[src/rtl/seg_scan_driver_pkg.sv]
// Purpose : shared constants and types for the seven-segment scan driver.
// Latency : n/a (package only).
// Backpressure : n/a.
// Contents: blank/off codes, FSM state encoding, digit index width.
package seg_scan_driver_pkg;

    localparam logic [6:0] SEG_BLANK = 7'h7F;  // all cathodes off (active-low)
    localparam logic [3:0] AN_OFF    = 4'hF;   // all anodes off (active-low)
    localparam int         IDX_W     = 2;      // four digits

    typedef enum logic {
        ST_BLANK = 1'b0,
        ST_SHOW  = 1'b1
    } state_t;

    // Anode word for one lit slot: only the selected anode may go low,
    // and only when that digit is enabled.
    function automatic logic [3:0] an_for_slot(input logic [IDX_W-1:0] idx,
                                               input logic [3:0]       en);
        logic [3:0] a;
        a      = AN_OFF;
        a[idx] = ~en[idx];
        return a;
    endfunction

endpackage

[src/rtl/seg_scan_driver_timer.sv]
// Purpose : phase counter for the scan FSM; flags the last cycle of a phase.
// Latency : done is combinational from the registered count.
// Backpressure : none; runs every cycle.
// Ports: clk, rst_n (sync, active-low), restart (clear count), sel (1=dwell
//        length, 0=blank length), done (last cycle of the selected phase).
module scan_timer #(
    parameter int DWELL_CYCLES = 100000,
    parameter int BLANK_CYCLES = 1000,
    parameter int CNT_W        = 17
) (
    input  logic clk,
    input  logic rst_n,
    input  logic restart,
    input  logic sel,
    output logic done
);

    localparam logic [CNT_W-1:0] DWELL_LAST = CNT_W'(DWELL_CYCLES - 1);
    // A zero-length blank phase can still occur once after reset; treat it
    // as a single cycle so the FSM leaves it immediately.
    localparam logic [CNT_W-1:0] BLANK_LAST =
        CNT_W'((BLANK_CYCLES == 0) ? 0 : BLANK_CYCLES - 1);

    logic [CNT_W-1:0] cnt;

    assign done = (cnt == (sel ? DWELL_LAST : BLANK_LAST));

    always_ff @(posedge clk) begin
        if (!rst_n || restart) begin
            cnt <= '0;
        end else begin
            cnt <= cnt + 1'b1;
        end
    end

endmodule

[src/rtl/seg_scan_driver.sv]
// Purpose : time-multiplex four active-low 7-seg patterns onto one seg bus.
// Latency : outputs registered, change on the same edge as the state/idx.
// Backpressure : none; load is a one-cycle request, acked at the frame edge.
// Ports: clk, rst_n (sync, active-low), seg_in[27:0] (digit0 in [6:0]),
//        dig_en[3:0], load -> load_ack, frame_start, seg[6:0], an[3:0].
module seg_scan_driver
    import seg_scan_driver_pkg::*;
#(
    parameter int DWELL_CYCLES = 100000,
    parameter int BLANK_CYCLES = 1000,
    parameter int CNT_W        = 17
) (
    input  logic        clk,
    input  logic        rst_n,
    input  logic [27:0] seg_in,
    input  logic [3:0]  dig_en,
    input  logic        load,
    output logic        load_ack,
    output logic        frame_start,
    output logic [6:0]  seg,
    output logic [3:0]  an
);

    state_t            state, nxt_state;
    logic [IDX_W-1:0]  idx, nxt_idx;
    logic [27:0]       active, staging, nxt_active;
    logic              pending;
    logic              done, boundary, commit;
    logic [6:0]        nxt_seg;
    logic [3:0]        nxt_an;

    scan_timer #(
        .DWELL_CYCLES (DWELL_CYCLES),
        .BLANK_CYCLES (BLANK_CYCLES),
        .CNT_W        (CNT_W)
    ) u_timer (
        .clk     (clk),
        .rst_n   (rst_n),
        .restart (done),
        .sel     (state == ST_SHOW),
        .done    (done)
    );

    always_comb begin
        nxt_state = state;
        nxt_idx   = idx;
        if (done) begin
            if (state == ST_SHOW) begin
                nxt_idx   = idx + 2'd1;
                nxt_state = (BLANK_CYCLES == 0) ? ST_SHOW : ST_BLANK;
            end else begin
                nxt_state = ST_SHOW;
            end
        end

        // Frame boundary: the edge that finishes digit 3's dwell.
        boundary = done && (state == ST_SHOW) && (idx == 2'd3);
        commit   = boundary && (pending || load);

        // A load in the boundary cycle itself bypasses staging so it still
        // lands in the frame that is starting.
        nxt_active = active;
        if (commit) begin
            nxt_active = load ? seg_in : staging;
        end

        // Outputs are computed from next-state values so they move on the
        // same edge as the FSM, with no extra pipeline stage.
        nxt_an  = AN_OFF;
        nxt_seg = SEG_BLANK;
        if (nxt_state == ST_SHOW) begin
            nxt_an  = an_for_slot(nxt_idx, dig_en);
            nxt_seg = nxt_active[nxt_idx*7 +: 7];
        end
    end

    always_ff @(posedge clk) begin
        if (!rst_n) begin
            state       <= ST_BLANK;
            idx         <= '0;
            active      <= {4{SEG_BLANK}};
            staging     <= {4{SEG_BLANK}};
            pending     <= 1'b0;
            load_ack    <= 1'b0;
            frame_start <= 1'b0;
            seg         <= SEG_BLANK;
            an          <= AN_OFF;
        end else begin
            state       <= nxt_state;
            idx         <= nxt_idx;
            active      <= nxt_active;
            if (load) begin
                staging <= seg_in;
            end
            pending     <= commit ? 1'b0 : (pending | load);
            load_ack    <= commit;
            frame_start <= boundary;
            seg         <= nxt_seg;
            an          <= nxt_an;
        end
    end

endmodule

[config.mk]
export PLATFORM = sky130hd
export DESIGN_NAME = seg_scan_driver
export DESIGN_NICKNAME = d
export VERILOG_FILES = /design/src/rtl/seg_scan_driver_pkg.sv /design/src/rtl/seg_scan_driver_timer.sv /design/src/rtl/seg_scan_driver.sv
export SDC_FILE = /design/constraint.sdc
export NUM_CORES = 1
export LEC_CHECK = 0
export ABC_AREA = 1
export CORE_UTILIZATION = 49
export CTS_CLUSTER_DIAMETER = 50
export DETAILED_ROUTE_END_ITERATION = 10
export HOLD_SLACK_MARGIN = 0.02
export PLACE_DENSITY = 0.79
export SYNTH_ARGS = -nofsm -noshare
export SYNTH_HDL_FRONTEND = slang
export SYNTH_HIERARCHICAL = 1
export SYNTH_SLANG_ARGS = --single-unit
[constraint.sdc]
create_clock -name clk -period 2.67 [get_ports clk]
set_clock_uncertainty 0.2 [all_clocks]
set_input_delay 0.534 -clock clk [delete_from_list [all_inputs] [get_ports clk]]
set_output_delay 0.534 -clock clk [all_outputs]
set_load 0.01 [all_outputs]
Word-level counts from Yosys, hierarchy flattened
Index checks and enable logic that the tools add are counted.
Widths: inputs -> output; s select.
{"block": "classes", "addsub": 2, "multipliers": 1, "n_lt_le_gt_ge": 2, "n_eq_ne": 2, "shift": 1, "muxes": 11, "n_bitwise": 5, "reduce_logical": 9}
{"op": "$mux 28", "n": 2}
{"op": "$shiftx 28x6->7", "n": 1}
{"op": "$add 17x1->17 const B", "n": 1}
{"op": "$eq 17x17->1", "n": 1}
{"op": "$mux 17", "n": 1}
{"op": "$mul 2x3->5 const B", "n": 1}
{"op": "$logic_and 1x1->1", "n": 4}
{"op": "$mux 1", "n": 4}
{"op": "$mux 2", "n": 2}
{"op": "$not 4->4", "n": 1}
{"op": "$or 4x4->4", "n": 1}
{"op": "$lt 2x3->1 const B", "n": 1}
{"op": "$add 2x1->2 const B", "n": 1}
{"op": "$bmux 1 s2", "n": 1}
{"op": "$demux 1 s2", "n": 1}
{"op": "$eq 2x2->1 const B", "n": 1}
{"op": "$ge 2x1->1 const B", "n": 1}
{"op": "$logic_or 1x1->1", "n": 2}
{"op": "$not 1->1", "n": 2}
{"op": "$reduce_and 2->1", "n": 1}
{"op": "$reduce_or 2->1", "n": 1}
{"op": "$logic_not 1->1", "n": 1}
{"op": "$or 1x1->1", "n": 1}
{"block": "totals", "regBits": 90, "input_bits": 35, "output_inout_bits": 13, "wordCells": 43}

Longest topological paths before layout
Gate-level depths: netlist of the first run.
{"block": "logic_depth", "word_depth": 9, "depth_mapped": 18, "depth_no_buf": 17}

By module
Netlist of the first run, hierarchy kept.
{"module": "seg_scan_driver", "n_inst": 1, "cells_per_inst": 432, "area_each_um2": 3047.9, "seq_area_each_um2": 1461.4}
{"module": "scan_timer", "n_inst": 1, "cells_per_inst": 147, "area_each_um2": 958.4, "seq_area_each_um2": 340.3}

Least setup slack after synthesis of the first run
No wires, ideal clock.
{"block": "synth_path", "path_type": "flip-flop to flip-flop", "from": "reg u_timer.cnt[0]", "to": "reg seg[6]", "setup_time_ps": 115, "arrival_time_ps": 2105, "required_time_ps": 2355, "path_slack_ps": 250, "stages_incl_launch_ff": 17, "path_buffers": 1, "period_less_slack_ps": 2420, "path_cell_list": "dfxtp_1 ha_1 nand2_2 inv_1 nand2_1 nor2_1 nand2_1 nor2_1 ha_1 nand2_2 nor2_8 buf_6 nand2_1 nand2_1 nor2_1 nor2_1 nand2_1"}
{"block": "synth_between", "elab_chain_len": 6, "word_cells_on_any_way": 10, "cone_classes": "mul (1); eq/ne (1); shift (1); mux (3); reduce/logical (4)"}
{"item": "start: declaration", "line": "seg_scan_driver_timer.sv:24", "rtl": "logic [CNT_W-1:0] cnt;"}
{"item": "start signal: assignment", "line": "seg_scan_driver_timer.sv:32", "rtl": "cnt <= cnt + 1'b1;"}
{"item": "$eq 17x17->1 *", "line": "seg_scan_driver_timer.sv:26", "rtl": "assign done = (cnt == (sel ? DWELL_LAST : BLANK_LAST));"}
{"item": "named net done", "line": "seg_scan_driver.sv:28", "rtl": "logic done, boundary, commit;"}
{"item": "parallel branches: the longest is 5 deep, another holds $mul 2x3->5"}
{"item": "end signal: assignment", "line": "seg_scan_driver.sv:98", "rtl": "seg <= nxt_seg;"}
{"item": "end: declaration", "line": "seg_scan_driver.sv:20", "rtl": "output logic [6:0] seg,"}
Mark *: on every way through the listed nets, which the timed path passes.
A chain may end at the register's enable or synchronous reset.

Final worst setup path of the first run
{"block": "layout_path", "from": "reg u_timer.cnt[0]", "to": "reg seg[3]"}
Same word-level chain as after synthesis.

==> results of run 1 <==
-- repair_timing --
item                                    CTS  global route
hold buffers                              0             0
gates resized for setup                   0             8
endpoints found under the setup margin    0            14
-- flip-flops by register name, indices dropped and copies added (netlist names) --
register and flops:
active 28, staging 28, u_timer/cnt 17, seg 7
an 4, idx 2, frame_start 1, load_ack 1
pending 1, state 1
-- final cells by class --
| class | count | share of cell area [%] |
|---|---|---|
| multi-input combinational | 425 | 40.4 |
| sequential | 90 | 38.0 |
| timing repair buffer | 53 | 11.1 |
| inverter | 47 | 3.77 |
| clock buffer | 10 | 2.90 |
| tap | 102 | 2.69 |
| clock inverter | 6 | 1.13 |
-- power groups by stage --
| stage | combinational [mW] | clock [mW] | sequential [mW] |
|---|---|---|---|
| after CTS | 0.169 | 0.930 | 1.39 |
| after global routing | 0.192 | 0.982 | 1.39 |
| after floorplan | 0.101 | 0 | 1.41 |
| after global placement | 0.164 | 0 | 1.42 |
| final | 0.169 | 0.914 | 1.39 |
| after detailed placement | 0.169 | 0 | 1.42 |
-- layout by cell type, fill, tap and decap left out, types with 2 or more instances in the layout --
| cell | instances |
|---|---|
| dfxtp_2 | 2 |
| inv_2 | 3 |
| nor2_1 | 54 |
| nand2_4 | 3 |
| inv_6 | 4 |
| o21ai_1 | 3 |
| clkbuf_8 | 10 |
| a21oi_1 | 11 |
| dfxtp_1 | 88 |
| nand2_2 | 15 |
| nand3_2 | 2 |
| buf_4 | 4 |
| nor2_2 | 14 |
| nand2_1 | 239 |
| o21ai_0 | 10 |
| o21bai_2 | 2 |
| inv_1 | 43 |
| nand3_1 | 55 |
| ha_2 | 2 |
| nor3_1 | 4 |
| nor2_4 | 3 |
| clkdlybuf4s50_1 | 46 |
-- per-layer routing --
layer,GRT usage (%),up-vias,wire length [um]
li1,-,1881,-
met1,27.9,1637,3990
met2,34.1,105,4020
met3,4.27,12,453
met4,9.90,0,138
met5,0,-,0
-- final timing paths --
path              slack (ns)  depth (start not counted)                 startpoint                   endpoint
setup / recovery        0.26                         16  u_timer/cnt[0]$_SDFF_PP0_          seg[3]$_SDFF_PN1_
hold / removal          0.25                          1  u_timer/cnt[0]$_SDFF_PP0_  u_timer/cnt[0]$_SDFF_PP0_
setup reg to reg        0.26                         16  u_timer/cnt[0]$_SDFF_PP0_          seg[3]$_SDFF_PN1_
hold reg to reg         0.25                          1  u_timer/cnt[0]$_SDFF_PP0_  u_timer/cnt[0]$_SDFF_PP0_
-- logic make-up after synthesis --
family,after synthesis
adders and majority gates,3
xor gates and xnor gates,2
DFF,90
and+or+nand+nor,391
AOI/OAI and AO/OA,28
buffers and inverters,65
-- critical path: cells and delay by family, from the launching register on --
kind                     cells  cell delay [ns]
buffers and inverters        3             0.36
AO/OA/AOI/OAI                1             0.13
AND/OR/NAND/NOR             10             0.84
flip-flops                   1             0.36
adder cells (fa/ha/maj)      2             0.41
==> results.cfg, run 1 <==
[synth]
synth_top_area_share_pct = 45.0
synth.area.top_cells = dfxtp_1 45%, nand2_1 22%, nand3_1 6.9%, nor2_1 5.2%, inv_1 4.0%
synth_compound_area_share_pct = 3.94
async_flop_share_pct = 0
ys.flop_type = dfxtp_1
avgSynthCellArea_um2 = 6.92
synthAdderAreaFrac_pct = 0.937
synth-xor-area-share_pct = 0.437
synth_seq_cells = 90
netlist_area_um2 = 4010
yosysSeqAreaShare_pct = 45.0
synthMostInstantiatedCell = nand2_1
synth-warning-count = 6
yosysUniqueCellTypes = 30
yosysTopAreaCell = dfxtp_1
synth-edff-count = 0
synth-simple-area-share_pct = 41.8
synthTopCellsByCount = 239 x nand2_1, 90 x dfxtp_1, 55 x nand3_1, 55 x nor2_1, 43 x inv_1
synth_top_family_by_area = simple AND/OR/NAND/NOR gates
syn_nets = 617
synthMuxAreaShare_pct = 0
syn_inst = 579

[power_and_ir_drop]
clkPwrFrac_pct = 37.0
power_switching_mw = 0.631
seqPwrFrac_pct = 56.2
switching_share_pct = 25.6
p_total_mw = 2.47
peakVddDrop_mv = 0.373
power_density_nw_per_um2 = 521
intPower_mw = 1.84
p_leak_nw = 2.22
p_comb_share_pct = 6.8

[worst_setup_path]
cpMostUsedCell = nand2_1
cp-end-kind = flip-flop
cp.required_ns = 2.73
cpPeakStageDelay_ns = 0.36
start_kind = flip-flop
path_max_fanout = 16
critical_path.cell_chain = ha_2 > nand2_2 > inv_1 > nand2_1 > nor2_1 > nand2_1 > nor2_2 > ha_2 > nand2_4 > inv_2 > nand2_4 > buf_6 > nand2_1 > nand2_1 > a21oi_1 > nand2_1
crit_slowest_cell = dfxtp_2
critical_path_arrival_ns = 2.47
criticalPathCategory = flip-flop to flip-flop

[floorplan]
die_y_um = 92.4
start_util_pct = 51.3
rows = 32
io_pins = 48
die_x_um = 92.4
die-area_um2 = 8540
core_area_um2 = 7810

[clocking]
cts.sinks = 90
cts_buffers = 9
insertion_delay_ns = 0.37
htree_num_levels = 3
post_cts_buffers = 0
cts_buffer_depth = 2
root_buffer = clkbuf_8
clkTransAtPathRegs_ns = 0.09
cts_tree = yes

[global_routing]
grt_usage_pct = 21.4
antenna_found_initial = 0
grt_pass1_wl_mm = 14.6
grt_pass1_vias = 3307
grt_max_degree = 41
grt_overflow = 0

[detailed_routing]
drcViolationCount = 0
avgRoutedWirePerCell_um = 11.7
ant_nets = 0
drt_wl_total_mm = 8.60
viasPerCell = 4.96
vias = 3635
drtIter0Drc = 188
first_pass_iters = 5

[finish]
antennaDiodeCount = 0
multiInputGateArea_um2 = 1910
post-route-cell-area_um2 = 4740
nets = 664
fill_cells = 713
area_growth_syn_to_layout_pct = 18.4
final_util_pct = 60.8
regArea_um2 = 1800
fin_cells = 733
drive_above_1_share_pct = 11.4

[timing]
final_max_slew_viol_count = 0
fin_crit_ns = 2.41
setup_ws_ns = 0.261
hold_viol = 0
rsz0062_at_grt = no
hold_slack_ns = 0.246
setup_viol = 0
finalSetupTns_ns = 0
fin_crit_sh_pct = 90.2
tightest_slew_ns = 0.508
slew_headroom_pct = 66.0
clock.fmax_ghz = 0.415

[placed_design]
pre_cts_ws_ns = 0.0501
io_buffers = 47
placed_cell_area_um2 = 4520
hpwl_mm = 6.16
gp_congestion = 0.862
dp_cells = 716

[outcome]
run_status = completed

[hold_path]
hold_path.class = flip-flop to flip-flop

[flow_run]
maxCapViolCount = 0
(Power assumes the default switching activity.)
==> inputs of run 2 (changes only) <==
--- a/constraint.sdc
+++ b/constraint.sdc
@@ -4,2 +4,2 @@
 set_output_delay 0.534 -clock clk [all_outputs]
-set_load 0.01 [all_outputs]
+set_load 0.05 [all_outputs]
==> results of run 2 <==
Same layout as run 1: the final DEF is identical, and so are final timing and power.
==> inputs of run 3 (changes only) <==
Settings changed: CORE_MARGIN set to 2.
==> run 3 against run 2 <==
First-iteration DRC count increased by 24%. Routed wire length down 1.0%. Die area up 4.4%. Sequential share of layout area barely moved. Via count down 1.3%. Critical path depth grew 1. Register-to-register slack lost 0.06 ns. Non-clock buffer count is 2 higher. Cell count is 0.14% higher. Clock-buffer cell count fell by 1. Global-route usage decreased by 1.3 points. Largest cell class unchanged. Highest routed layer unchanged.
==> results.cfg, run 3 (synthesized netlist as in run 1, its figures left out) <==
[timing]
final_max_slew_viol_count = 0
fin_crit_ns = 2.47
slew_headroom_pct = 64.2
rsz0062_at_grt = no
finalSetupTns_ns = 0
fin_crit_sh_pct = 92.4
clock.fmax_ghz = 0.405
hold_viol = 0
tightest_slew_ns = 0.535
setup_viol = 0

[global_routing]
grt_pass1_vias = 3344
grt_usage_pct = 20.2
grt_max_degree = 36
grt_pass1_wl_mm = 14.3
antenna_found_initial = 0
grt_overflow = 0

[finish]
fin_cells = 734
final_cell_mix = 239 x nand2_1, 89 x dfxtp_1, 55 x nand3_1, 55 x nor2_1, 46 x clkdlybuf4s50_1
final_common_cell = nand2_1
regArea_um2 = 1800
nets = 665
biggestRegsByFlops = active x28, staging x28, u_timer/cnt x17
area_growth_syn_to_layout_pct = 18.3
drive_above_1_share_pct = 11.1
final_util_pct = 60.7
multiInputGateArea_um2 = 1890
fill_cells = 712
antennaDiodeCount = 0

[worst_setup_path]
critical_path_arrival_ns = 2.51
criticalPathCategory = flip-flop to flip-flop
cp.required_ns = 2.71
cp-end-kind = flip-flop
critPathTopFamily = simple AND/OR/NAND/NOR gates
start_kind = flip-flop
crit_slowest_cell = dfxtp_1
path_max_fanout = 24
reg2reg_depth = 17
cpMostUsedCell = nand2_1
cpPeakStageDelay_ns = 0.52
critical_path.cell_chain = nand2_1 > nor3_1 > nand2_1 > nand2_1 > nand2_1 > nor2_1 > ha_1 > nand2_2 > inv_2 > nand2_2 > buf_12 > nand2_1 > nand2_1 > nand2_1 > nand2_1 > nor2_1 > nand2_1
path_buf_inv = 2
cp.depth = 17

[clocking]
insertion_delay_ns = 0.36
cts.sinks = 90
clkTransAtPathRegs_ns = 0.09
hold_buffers = 0
root_buffer = clkbuf_8
cts_buffers = 9
htree_num_levels = 3
cts_buffer_depth = 2
cts_tree = yes

[floorplan]
start_util_pct = 51.3
die_y_um = 94.4
rows = 32
die-area_um2 = 8920
core_area_um2 = 7810
io_pins = 48
die_x_um = 94.4

[placed_design]
io_buffers = 47
dp_cells = 718
gp_congestion = 0.843
hpwl_mm = 6.45

[detailed_routing]
viasPerCell = 4.89
drcViolationCount = 0
first_pass_iters = 5
drtIter0Drc = 234
vias = 3588
avgRoutedWirePerCell_um = 11.6
ant_nets = 0
drt_wl_total_mm = 8.51

[power_and_ir_drop]
power_density_nw_per_um2 = 525
p_leak_nw = 2.21
peakVddDrop_mv = 0.266

[hold_path]
hold_path.class = flip-flop to flip-flop
whs_path_depth = 2

[flow_run]
maxCapViolCount = 0

[outcome]
run_status = completed
[run 3: layout make-up]
type                       count  share of cell area, %
inverter                      47                   3.78
sequential                    90                   38.1
clock buffer                   9                   2.61
tap                          102                   2.69
timing repair buffer          55                   11.4
clock inverter                 7                   1.66
multi-input combinational    424                   39.8
[run 3: stage by stage]
| stage | hold slack [ns] | power, mW | area [um^2] | setup slack, ns |
|---|---|---|---|---|
| floorplan | 0.224 | 1.52 | 4010 | 0.250 |
| global placement | 0.232 | 1.58 | 4530 | 0.170 |
| detailed placement | 0.238 | 1.59 | 4530 | 0.155 |
| CTS | 0.260 | 2.51 | 4730 | 0.151 |
| global route | 0.278 | 2.59 | 4740 | 0.00460 |
| finish | 0.255 | 2.49 | 4740 | 0.202 |
[run 3: path summary, 6_finish.rpt]
kind | to | slack, ns | from
hold / removal | staging[21]$_SDFF_PN1_ | 0.25 | staging[21]$_SDFF_PN1_
setup reg to reg | seg[4]$_SDFF_PN1_ | 0.20 | state$_SDFF_PN0_
setup / recovery | seg[4]$_SDFF_PN1_ | 0.20 | state$_SDFF_PN0_
hold reg to reg | staging[21]$_SDFF_PN1_ | 0.25 | staging[21]$_SDFF_PN1_
[run 3: where the power goes]
group          internal [mW]  switching, mW  leakage (nW)  total (mW)
sequential              1.37         0.0121         0.735        1.39
combinational         0.0797         0.0898          1.37       0.170
clock                  0.441          0.490         0.104       0.931
[run 3: routing by layer]
metal  routed length [um]  global-route usage [%]  up-vias
li1                     -                       -     1878
met1                 3990                    25.8     1593
met2                 3910                    34.8       97
met3                  418                    2.39       20
met4                  193                    7.73        0
met5                    0                       0        -
[run 3: worst min-delay path, cell delays in order (launching register included)]
cell and delay [ns]:
dfxtp_1 0.31, nand2_1 0.06, nand3_1 0.06
[run 3: what timing repair did]
item / 4_1_cts / 5_1_grt
endpoints found under the setup margin: 0 / 7
endpoints found under the hold margin: 0 / 0
resized for setup: 0 / 2
buffers inserted: 0 / 0
